===== src/rtl/wb_trace_buffer.sv =====
// wb_trace_buffer
// Snoops the core writeback port and stores timestamped records
// {addr, data, stamp} in a FIFO drained through a show-ahead
// valid/ready port. Supports stop-on-full and keep-latest (wrap) modes.
module wb_trace_buffer #(
    parameter int DATA_W  = 32,
    parameter int ADDR_W  = 4,
    parameter int DEPTH   = 16,
    parameter int STAMP_W = 16,
    parameter int SKIP_R0 = 1
) (
    input  logic                       clk,
    input  logic                       rst,
    input  logic                       wb_valid,
    input  logic [ADDR_W-1:0]          wb_addr,
    input  logic [DATA_W-1:0]          wb_data,
    input  logic                       enable,
    input  logic                       wrap_mode,
    input  logic                       clear,
    output logic                       rd_valid,
    input  logic                       rd_ready,
    output logic [ADDR_W-1:0]          rd_addr,
    output logic [DATA_W-1:0]          rd_data,
    output logic [STAMP_W-1:0]         rd_stamp,
    output logic [$clog2(DEPTH):0]     count,
    output logic                       full,
    output logic                       empty,
    output logic                       overflow,
    output logic [15:0]                drop_count
);

    localparam int PTR_W = $clog2(DEPTH);
    localparam int CNT_W = PTR_W + 1;
    localparam int REC_W = ADDR_W + DATA_W + STAMP_W;

    logic [STAMP_W-1:0] stamp;
    logic [PTR_W-1:0]   wr_ptr;
    logic [PTR_W-1:0]   rd_ptr;
    logic [REC_W-1:0]   mem [DEPTH];
    logic [REC_W-1:0]   head;

    logic               is_r0;
    logic               cap;
    logic               pop;
    logic               push;
    logic               adv_rd;
    logic               lost;
    logic [CNT_W-1:0]   count_nxt;

    // Qualify the writeback strobe and decide what happens to the FIFO this cycle.
    always_comb begin
        is_r0     = (SKIP_R0 != 0) && (wb_addr == '0);
        cap       = wb_valid & enable & ~is_r0;
        pop       = rd_valid & rd_ready;
        push      = 1'b0;
        adv_rd    = 1'b0;
        lost      = 1'b0;
        count_nxt = count;
        if (!clear) begin
            // A full FIFO still accepts a capture when the head leaves this
            // cycle, or when wrap mode lets the newest record evict the oldest.
            push   = cap & (~full | pop | wrap_mode);
            adv_rd = pop | (cap & full & wrap_mode);
            lost   = cap & full & ~pop;
            if (push && !adv_rd) begin
                count_nxt = count + CNT_W'(1);
            end else if (adv_rd && !push) begin
                count_nxt = count - CNT_W'(1);
            end
        end
    end

    // Free-running cycle stamp; only reset clears it.
    always_ff @(posedge clk) begin
        if (rst) begin
            stamp <= '0;
        end else begin
            stamp <= stamp + STAMP_W'(1);
        end
    end

    // Record storage; contents need no reset because reads are gated by occupancy.
    always_ff @(posedge clk) begin
        if (!rst && push) begin
            mem[wr_ptr] <= {wb_addr, wb_data, stamp};
        end
    end

    // Pointers, occupancy and status flags.
    always_ff @(posedge clk) begin
        if (rst || clear) begin
            wr_ptr     <= '0;
            rd_ptr     <= '0;
            count      <= '0;
            full       <= 1'b0;
            empty      <= 1'b1;
            overflow   <= 1'b0;
            drop_count <= '0;
        end else begin
            if (push) begin
                wr_ptr <= wr_ptr + PTR_W'(1);
            end
            if (adv_rd) begin
                rd_ptr <= rd_ptr + PTR_W'(1);
            end
            count <= count_nxt;
            full  <= (count_nxt == CNT_W'(DEPTH));
            empty <= (count_nxt == '0);
            if (lost) begin
                overflow <= 1'b1;
                if (drop_count != 16'hFFFF) begin
                    drop_count <= drop_count + 16'd1;
                end
            end
        end
    end

    // Show-ahead head record, forced to zero while nothing is stored.
    always_comb begin
        rd_valid = ~empty;
        head     = mem[rd_ptr];
        if (rd_valid) begin
            {rd_addr, rd_data, rd_stamp} = head;
        end else begin
            rd_addr  = '0;
            rd_data  = '0;
            rd_stamp = '0;
        end
    end

endmodule


===== config.mk =====
export PLATFORM = sky130hd
export DESIGN_NAME = wb_trace_buffer
export DESIGN_NICKNAME = d
export VERILOG_FILES = /design/src/rtl/wb_trace_buffer.sv
export SDC_FILE = /design/constraint.sdc
export NUM_CORES = 1
export LEC_CHECK = 0
export CORE_MARGIN = 2
export CORE_UTILIZATION = 44
export DETAILED_ROUTE_END_ITERATION = 16
export GPL_ROUTABILITY_DRIVEN = 0
export PLACE_DENSITY_LB_ADDON = 0.12
export SKIP_LAST_GASP = 1
export SYNTH_ARGS = -nofsm -noshare
export SYNTH_HDL_FRONTEND = slang
export SYNTH_SLANG_ARGS = --single-unit
export TNS_END_PERCENT = 30

===== constraint.sdc =====
create_clock -name clk -period 9.3 [get_ports clk]
set_clock_uncertainty 0.1 [all_clocks]
set_input_delay 1.86 -clock clk [delete_from_list [all_inputs] [get_ports clk]]
set_output_delay 1.86 -clock clk [all_outputs]
set_load 0.02 [all_outputs]

Yosys cells after proc, flatten, opt, wreduce, memory -nomap -nowiden

Memories as Yosys holds them, arrays and structs flattened. A register that Yosys moved wholly into a read port is not among the register bits.
Cells that the tools add are included.

Bits in registers: 48
Bits in writable memories: 832
Output and inout bits: 77
Memories: 1

$add $sub $neg: 6
Equality and inequality tests: 2
Multiplexer cells: 13
Bitwise gates (word level): 14
Reduce and logical (&&, ||, !) cells: 10

Memory list:

| name | words | width | read ports | clocked after Yosys merged registers in | write ports | RTL line | source |
|---|---|---|---|---|---|---|---|
| mem  | 16    | 52    | 1          | 1                                       | 1           | 39       | `logic [REC_W-1:0] mem [DEPTH];` |

Operators by type and width:

| operator              | number |
|---|---|
| $add 16x1->16 const B | 2 |
| $mux 32               | 1 |
| $mux 16               | 1 |
| $ne 16x16->1 const B  | 1 |
| $mux 5                | 3 |
| $mux 4                | 3 |
| $add 4x1->4 const B   | 2 |
| $and 1x1->1           | 7 |
| $add 5x1->5 const B   | 1 |
| $eq 5x5->1 const B    | 1 |
| $logic_not 5->1       | 1 |
| $mux 1                | 5 |
| $sub 5x1->5 const B   | 1 |
| $logic_not 4->1       | 1 |
| $not 1->1             | 4 |
| $logic_and 1x1->1     | 3 |
| $logic_not 1->1       | 3 |
| $or 1x1->1            | 3 |
| $reduce_and 2->1      | 1 |
| $logic_or 1x1->1      | 1 |

Logic depth before layout (Yosys ltp)

Word-level depth: 11
Gate-level depth with buffers: 8
Mapped depth without buffers: 8

Worst setup path after synthesis

Ideal clock, no wire load.

Kind: input-to-reg
Start: input wb_addr[0]
End: memory mem[3][0] in the netlist's numbering (enable)
Arrival: 6.530 ns
Data required time: 8.674 ns
Path slack: 2.144 ns
Cell stages on the path: 6
Path buffers: 0
Cell sequence: or4_1 > nand3_1 > a31oi_1 > nor2b_1 > nand2_1 > nor3_1

Word-level cells in the longest chain between the ends: 8

Ends and longest elaborated chain:

| element                      | RTL line | source |
|---|---|---|
| start: declaration           | 15       | `input logic [ADDR_W-1:0] wb_addr,` |
| $logic_not 4->1              | 52       | `is_r0 = (SKIP_R0 != 0) && (wb_addr == '0);` |
| $not 1->1                    | 53       | `cap = wb_valid & enable & ~is_r0;` |
| $and 1x1->1                  | 53       |  |
| $and 1x1->1                  | 62       | `push = cap & (~full \| pop \| wrap_mode);` |
| $mux 1                       | 59       | `if (!clear) begin` |
| $logic_and 1x1->1            | 84       | `if (!rst && push) begin` |
| $mux 1                       | 84       |  |
| $mux 1 (not written as such) | 85       | `mem[wr_ptr] <= {wb_addr, wb_data, stamp};` |
| end: declaration             | 39       |  |

No other way between the ends.

==> key figures <==
Layout
  • Area growth syn-to-layout: 16.4%
  • Fraction of layout cells with a size suffix above 1: 25.8%
  • Design Area, Final: 39500 um^2
  • Nets@finish: roughly 1700
  • Final Non-Filler Cells: between 2000 and 3000
  • Register Area: between 20000 and 30000 um^2
  • Fillcell total: just under 6000
  • Footprint of the multi-input gates: 7610 um^2
  • Ant diodes: 0
  • Final core utilization: 51.9%

Yosys
  • Sequential share of the synthesized area: 76.6%
  • Synth warn: 0
  • Synth top cells by count: 832 x edfxtp_1, 260 x mux4_2, 58 x nor2_1
  • Top cells by area, synth: edfxtp_1 74%, mux4_2 17%, dfxtp_1 3.1%, and2_1 0.98%, nor2_1 0.64%
  • Synth unique cells: 43
  • Mapped Avg Cell Area: approximately 23 um^2
  • Most used DFF post-synth: edfxtp_1
  • Async S/R FF share, synth: 0%
  • Synth Cell Area: roughly 34000 um^2
  • Syn nets: 1551
  • Cells after synthesis: ~1500
  • Register bit total from synthesis: roughly 880
  • Largest area contributor in the netlist: edfxtp_1
  • Top-count cell post-synth: edfxtp_1
  • EDFF count, synth: 832
  • Yosys top cell area share: between 70% and 80%

STA
  • Setup WS post-layout: 3.36 ns
  • RSZ-0062 raised after global routing: false
  • Slew HR: 15.2%
  • Final count of negative-setup-slack endpoints: 0
  • Tightest Pin Transition: 1.27 ns
  • Slew Limit Fails: 0
  • Final Hold Viols: 0
  • Fmax: 168 MHz
  • Setup TNS: 0 ns
  • Min Tclk post-route: approximately 5.9 ns
  • Hold_ws: 0.390 ns
  • Final Cycle Share: a little under two thirds

Worst setup path
  • Crit-path cells: buf_12, mux4_2, mux4_2, and2_1, clkdlybuf4s50_1
  • CP endpoint kind: output port
  • WP data required: about 7.3 ns
  • Startpoint Class: flop
  • Crit-path max FO: 138
  • Critical path type: flop to output port
  • Slowest cell on crit path: dfxtp_4
  • Critical path arrival: 3.98 ns
  • Critical path's most frequent cell: mux4_2
  • Max stage delay on crit path: 0.68 ns

Global route
  • Largest net degree at the start of global routing: 139
  • Congestion Overflow GR: 0
  • Overall global routing resource usage: 18.8%
  • Vias in the first global route: 16226
  • Global-route wire length before repair: roughly 110000 um
  • Initial antenna violation count: 2

Route
  • DRT iter0 DRCs: 1402
  • Post-DR wirelength/cell: 26.1 um
  • Via density: ~5.5
  • Via count: between 15000 and 20000
  • Drt pass-1 iters: 5
  • Detailed-route DRC error count: 0
  • Drt total wl: 72500 um
  • Post-route ant nets: 0

Placement
  • Placed insts: 2602
  • Port buffer count: between 100 and 150
  • Placed cell areas: 36400 um^2
  • Dpl hpwl: 40300 um
  • DP Worst Slack: 2.69 ns

Floorplan
  • Core Rows: 101
  • Die Ht: 282 um
  • Core Region: 76200 um^2
  • Num ports: 120
  • Chip Width: about 280 um
  • Die area: around 79000 um^2
  • Initial Utilization: 44.6%

Clock tree
  • Post-cts sizing count: 0
  • Clk slew on worst S/H paths: 0.06 ns
  • CTS tree: built
  • Cts hold-fix bufs: 0
  • Post CTS Setup Buffer Count: 0
  • Clock sinks: 884
  • Later-pin clock latency in the skew report: 0.62 ns
  • Clk buf depth: 3
  • Htree depth: 3
  • Clock buffer count from CTS: 93
  • Clock root cell: clkbuf_16

Power and ir drop
  • Maximum vdd drop: 0.000151 V
  • Total power draw: 8.28 mW
  • Lkg Pwr: 12.0 nW
  • PD cells: 209 nW/um^2

Outcome
  • Status: finished clean

Hold path
  • Hold/Removal Path Class: flop to flop

Run
  • MaxCap Viol Count: 0
state kept, by name (all words and copies together) (netlist names), 4 cells and up, named ones only:
register	flops
drop_count	16
count	5
wr_ptr	4
mem	832
stamp	16
rd_ptr	4
metal layers:
metal  vias up  part of all wire (%)  GRT usage, %
li1       6622                     -             -
met1      8383                    45          27.3
met2       314                    49          30.2
met3        74                   4.0          2.85
met4         0                   1.3          4.45
met5         -                     0             0
power by group:
| group | leakage [nW] | switching (mW) | internal, mW | total [mW] |
|---|---|---|---|---|
| clock | 1.53 | 1.48 | 2.29 | 3.77 |
| sequential | 7.97 | 0.00848 | 4.34 | 4.35 |
| combinational | 2.47 | 0.0914 | 0.0616 | 0.153 |
| total | 12.0 | 1.58 | 6.69 | 8.28 |
final cells by class:
type | instances | share of cell area, %
Sequential cell | 884 | 65.8
Multi-Input combinational cell | 530 | 19.2
Clock buffer | 113 | 6.29
Timing Repair Buffer | 145 | 3.60
Tap cell | 1030 | 3.26
Clock inverter | 59 | 1.63
Inverter | 13 | 0.123
worst max-delay path, delay by kind of cell, from the launching register on:
kind	cells	cell delay [ns]
simple gates	1	0.20
mux	2	1.05
flops	1	0.68
buf+inv	2	1.10
placed cells by master, fill, tap and decap left out, types with 14 or more instances in the layout:
cell type	netlist	layout
and2_1	53	53
buf_4	1	23
bufinv_16	0	14
clkbuf_1	38	16
clkbuf_16	0	97
clkdlybuf4s50_1	0	119
clkinv_1	0	18
clkinv_2	0	20
dfxtp_1	52	48
edfxtp_1	832	832
mux4_2	260	260
nand2_1	20	20
nand3_1	15	15
nor2_1	58	46
xor2_1	20	20
worst paths after layout:
| kind | from | slack [ns] | to | cells past startpoint |
|---|---|---|---|---|
| max | flop | 3.36 | rd_data[8] | 5 |
| min | overflow | 0.39 | overflow | 2 |
| max reg2reg | empty | 5.42 | mem[12][18] | 6 |
| min reg2reg | overflow | 0.39 | overflow | 2 |
cells by family (layout without fill, tap and decap cells):
logic type / Yosys count / in the layout / synth area share (%)
AND/OR/NAND/NOR: 197 / 197 / 3.04
buffers and inverters: 85 / 330 / 1.30
adder cells (fa/ha/maj): 9 / 9 / 0.331
multiplexers: 266 / 266 / 17.4
XOR/XNOR: 32 / 32 / 0.825
flip-flops: 884 / 884 / 76.6
AO/OA/AOI/OAI: 26 / 26 / 0.472
Power figures use the tool's default switching activity.
==> patch 1 (same flow settings) <==
The parameter `DEPTH` goes from 16 to 8.
--- a/src/rtl/wb_trace_buffer.sv
+++ b/src/rtl/wb_trace_buffer.sv
@@ -5,7 +5,7 @@
 module wb_trace_buffer #(
     parameter int DATA_W  = 32,
     parameter int ADDR_W  = 4,
-    parameter int DEPTH   = 16,
+    parameter int DEPTH   = 8,
     parameter int STAMP_W = 16,
     parameter int SKIP_R0 = 1
 ) (
Ports: changed (resized count); port bits go from 120 to 119. The function was not compared with the original's and may differ.
==> patch 1 against the original RTL <==
  * Worst setup slack gained 0.28 ns
  * Routed wire length shrank 50%
  * Synthesized area shrank 47%
  * Sequential cell count fell by 420
  * Total power decreased by 49%
  * Register-to-register slack got worse by 0.41 ns
  * First-iteration DRC count is 61% lower
  * Final area decreased by 46%
  * Largest cell class unchanged
==> patch 1: results (changes against the original RTL) <==
metric	value	unit	change
status	completed		
ys_types	57		+33%
syn_inst	925		-38%
place_area	19900	um^2	-45%
syn_nets	974		-37%
r2r_slack	5.01	ns	-0.41 ns
dp_hpwl	18700	um	-54%
io_buffers	118		-0.84%
yosys-mux-area-fraction	16.1	%	-1.3 points
drive_gt1_share	19.0	%	-6.8 points
synth-adder-area-share	0.416	%	+0.084 points
slowest_delay	0.88	ns	+0.20 ns
grt_start_max_net_pins	57		-59%
stdcell_count	1635		-41%
htree_levels	2		-1
yosys-top-cells-count	416 x edfxtp_1, 104 x mux4_2, 95 x nor2_1		
crit_fanout	39		-72%
synth-edff-count	416		-50%
max_freq	0.177	GHz	+4.9%
power.leakage	6.53	nW	-45%
yosys_warnings	0		unchanged
synth_compound_area_share	1.75	%	+1.3 points
insertion_delay	0.57	ns	-0.05 ns
grt.total_usage	17.4	%	-1.4 points
grt_pass1_vias	9230		-43%
worst_pin_slew	1.07	ns	-0.201 ns
cts-root-buf	clkbuf_16		
post_cts_buffers	0		unchanged
routed_via_density	5.43		-2.2%
hold_slack	0.351	ns	-0.0396 ns
yosysSeqAreaShare	74.5	%	-2.1 points
n_fill_cell	3206		-46%
ys_async_sr_fraction	0	%	unchanged
grt_pass1_wl	55200	um	-49%
fin_nets	1113		-35%
drt-total-wl	36000	um	-50%
cp.arrival	3.70	ns	-0.28 ns
dp_cells	1545		-41%
pre_cts_ws	3.26	ns	+0.575 ns
antenna_found_initial	0		-2
ir_drop	0.101	mV	-33%
diodes	0		unchanged
crit_end	rd_data[16]		
regToRegEndpoint	mem[2][28]		
top_regs	mem (416), drop_count (16), stamp (16)		
cts_made_buffers	49		-47%
synth.area.top_cells	edfxtp_1 69%, mux4_2 13%, dfxtp_1 5.3%		
dr.pass1.iters	4		-1
synth-xor-area-share	1.31	%	+0.48 points
dr.first_iter.drc_count	547		-61%
patch 1: cell types whose count changed after synthesis, sizes merged, moves of 9 or more:
cell | unedited run | this run
edfxtp | 832 | 416
mux4 | 260 | 104
mux2i | 6 | 56
and2 | 53 | 4
nor2 | 58 | 95
clkbuf | 38 | 18
xor2 | 20 | 9
buf | 34 | 25
patch 1: cell type report:
type                    instances  area (um^2)  share of cell area (%)
flip-flops and latches        464        13500                    62.9
inverters                      10         37.5                   0.175
multi-input cells             408         4440                    20.7
clock buffers                  67         1380                    6.43
well taps                     532          666                    3.11
clock inverters                23          158                   0.736
repair buffers                131         1280                    5.97
patch 1: routing by layer:
metal  vias to the layer above  wire length (um)  global-route usage [%]
met5                         -                 0                       0
li1                       3988                 -                       -
met3                        43              1460                    2.87
met4                         0               656                    5.03
met1                      4672             16300                    24.3
met2                       173             17600                    28.5
patch 1: worst min-delay path by stage:
stage               depth (start not counted)      from  endpoint
global route                                2  overflow  overflow
global placement                            2  overflow  overflow
finish                                      2  overflow  overflow
detailed placement                          2  overflow  overflow
CTS                                         2  overflow  overflow
floorplan                                   1  stamp[0]  stamp[0]
patch 1: where the power goes:
part,switching (mW),internal [mW]
Combinational,0.0583,0.0475
Sequential,0.00835,2.27
Clock,0.764,1.09
Total,0.831,3.40
patch 1: kinds of logic after synthesis:
group / Yosys count
compound gates: 42
xor+xnor: 27
fa+ha+maj: 6
buf+inv: 53
flops: 464
mux: 160
simple gates: 173
patch 1: worst min-delay path: cells and delay by family, from the launching register on:
family,cells,cell delay [ns]
buf+inv,1,0.05
flops,1,0.31
compound gates,1,0.05
==> patch 2 (config.mk and constraints unchanged) <==
Made on the original files. Reset style: asynchronous (`rst`), changed in one clocked block.
--- a/src/rtl/wb_trace_buffer.sv
+++ b/src/rtl/wb_trace_buffer.sv
@@ -71,7 +71,7 @@
     end
 
     // Free-running cycle stamp; only reset clears it.
-    always_ff @(posedge clk) begin
+    always_ff @(posedge clk or posedge rst) begin
         if (rst) begin
             stamp <= '0;
         end else begin
Formal check against the unedited RTL: same outputs for any inputs over 4 cycles, from zero or initial values and one cycle with rst high; that may be too few to reach the edited logic, so the function may still have changed.
==> patch 2 against the original RTL <==
  * Non-clock buffer count grew 2
  * Maximum frequency decreased by 1.2%
  * Sequential cell count did not move
  * Sequential power hardly changed
  * Worst setup slack worse by 0.071 ns
  * Synthesized area about the same
  * First-iteration DRC count is 6.1% lower
  * Total power decreased by 2.1%
  * Final area decreased by 0.32%
  * Clock power is 4% lower
  * Cell count decreased by 0.50%
  * Routed wire length down 0.94%
  * Utilization down 0.16 points
  * Critical path type unchanged
==> patch 2: results (changes against the original RTL) <==
metric	value	unit	change
yosysSeqAreaShare	76.8	%	+0.21 points
clock_buffers	114		+0.88%
yosys-top-cells-count	832 x edfxtp_1, 260 x mux4_2, 55 x and2_1		
syn_inst	1483		-1.1%
num_vias	15200		-1.3%
htree_levels	3		unchanged
wl_per_cell	26.0	um	-0.44%
non_clock_inverter_count	10		-3
cts-root-buf	clkbuf_16		
grt_pass1_wl	107000	um	-1.3%
synth_compound_area_share	0.287	%	-0.18 points
dp_hpwl	40200	um	-0.35%
ys_types	40		-7.0%
status	completed		
multiInputGateArea	7560	um^2	-0.71%
grt_start_max_net_pins	126		-9.4%
crit_fanout	90		-35%
clockBufferDepth	3		unchanged
top_regs	mem (832), drop_count (16), stamp (16)		
diodes	0		unchanged
final_area	39400	um^2	-0.32%
cts_made_buffers	92		-1.1%
clockPowerShare	44.6	%	-1.0 points
cts-resized-gates	0		unchanged
nWellTaps	1030		unchanged
r2r_slack	5.64	ns	+0.22 ns
n_all_buffers	147		+1.4%
combPwrFrac	1.8	%	about the same
synth-xor-area-share	0.902	%	+0.077 points
n_fill_cell	5914		+0.24%
seq_cell_count	884		unchanged
power.leakage	11.7	nW	-2.4%
path_delay_family	multiplexers		
antenna_found_initial	1		-1
grt.total_usage	18.6	%	-0.17 points
critPathSlowestCell	dfxtp_4		
grt_pass1_vias	16300		+0.29%
yosys_warnings	0		unchanged
ir_drop	0.123	mV	-18%
buffer_area_share	3.62	%	+0.018 points
p_switching	1.57	mW	-0.65%
dp_cells	2589		-0.50%
cp.arrival	4.05	ns	+0.07 ns
synth_ff_type	edfxtp_1		
fin_nets	1705		-0.81%
clockNetworkAreaShare	7.58	%	-0.34 points
place_area	36400	um^2	about the same
ff_latch_area	26100	um^2	+0.31%
synth-adder-area-share	0.331	%	about the same
yosys-mux-area-fraction	17.4	%	+0.024 points
num-multi-input-gates	518		-2.3%
worst_pin_slew	1.01	ns	-0.256 ns
ys_async_sr_fraction	1.81	%	+1.8 points
drive_gt1_share	25.8	%	+0.035 points
stdcell_count	2760		-0.50%
slowest_delay	0.71	ns	+0.03 ns
dr.first_iter.drc_count	1316		-6.1%
insertion_delay	0.62	ns	about the same
synth.area.top_cells	edfxtp_1 74%, mux4_2 17%, dfxtp_1 2.1%		
synth-edff-count	832		unchanged
-- patch 2: cell types whose count changed after synthesis, moves of 6 or more --
cell / delta
xnor2_1: +7
dfxtp_1: -16
dfrtp_1: +16
nor2_1: -6
-- patch 2: per-stage QoR --
step,power [mW],setup slack (ns),hold slack [ns]
6_report,8.10,3.29,0.378
2_1_floorplan,4.48,2.27,0.385
3_5_place_dp,4.57,2.90,0.364
4_1_cts,8.19,3.14,0.384
3_3_place_gp,4.57,3.00,0.367
5_1_grt,8.35,3.05,0.419
-- patch 2: path summary, 6_finish.rpt --
path                          start          to  cells after the start
max                        register  rd_data[6]                      5
min                        overflow    overflow                      2
max reg2reg                   empty  mem[6][26]                      6
min reg2reg                overflow    overflow                      2
max in group asynchronous       rst   stamp[15]                      2
min in group asynchronous       rst    stamp[4]                      2
-- patch 2: routing by layer --
metal  track usage [%]  vias up  part of all wire, %
met2              30.2      306                   49
met3              3.47       88                  4.5
met5                 0        -                0.017
met4              4.49        2                  1.6
li1                  -     6576                    -
met1              26.3     8221                   45
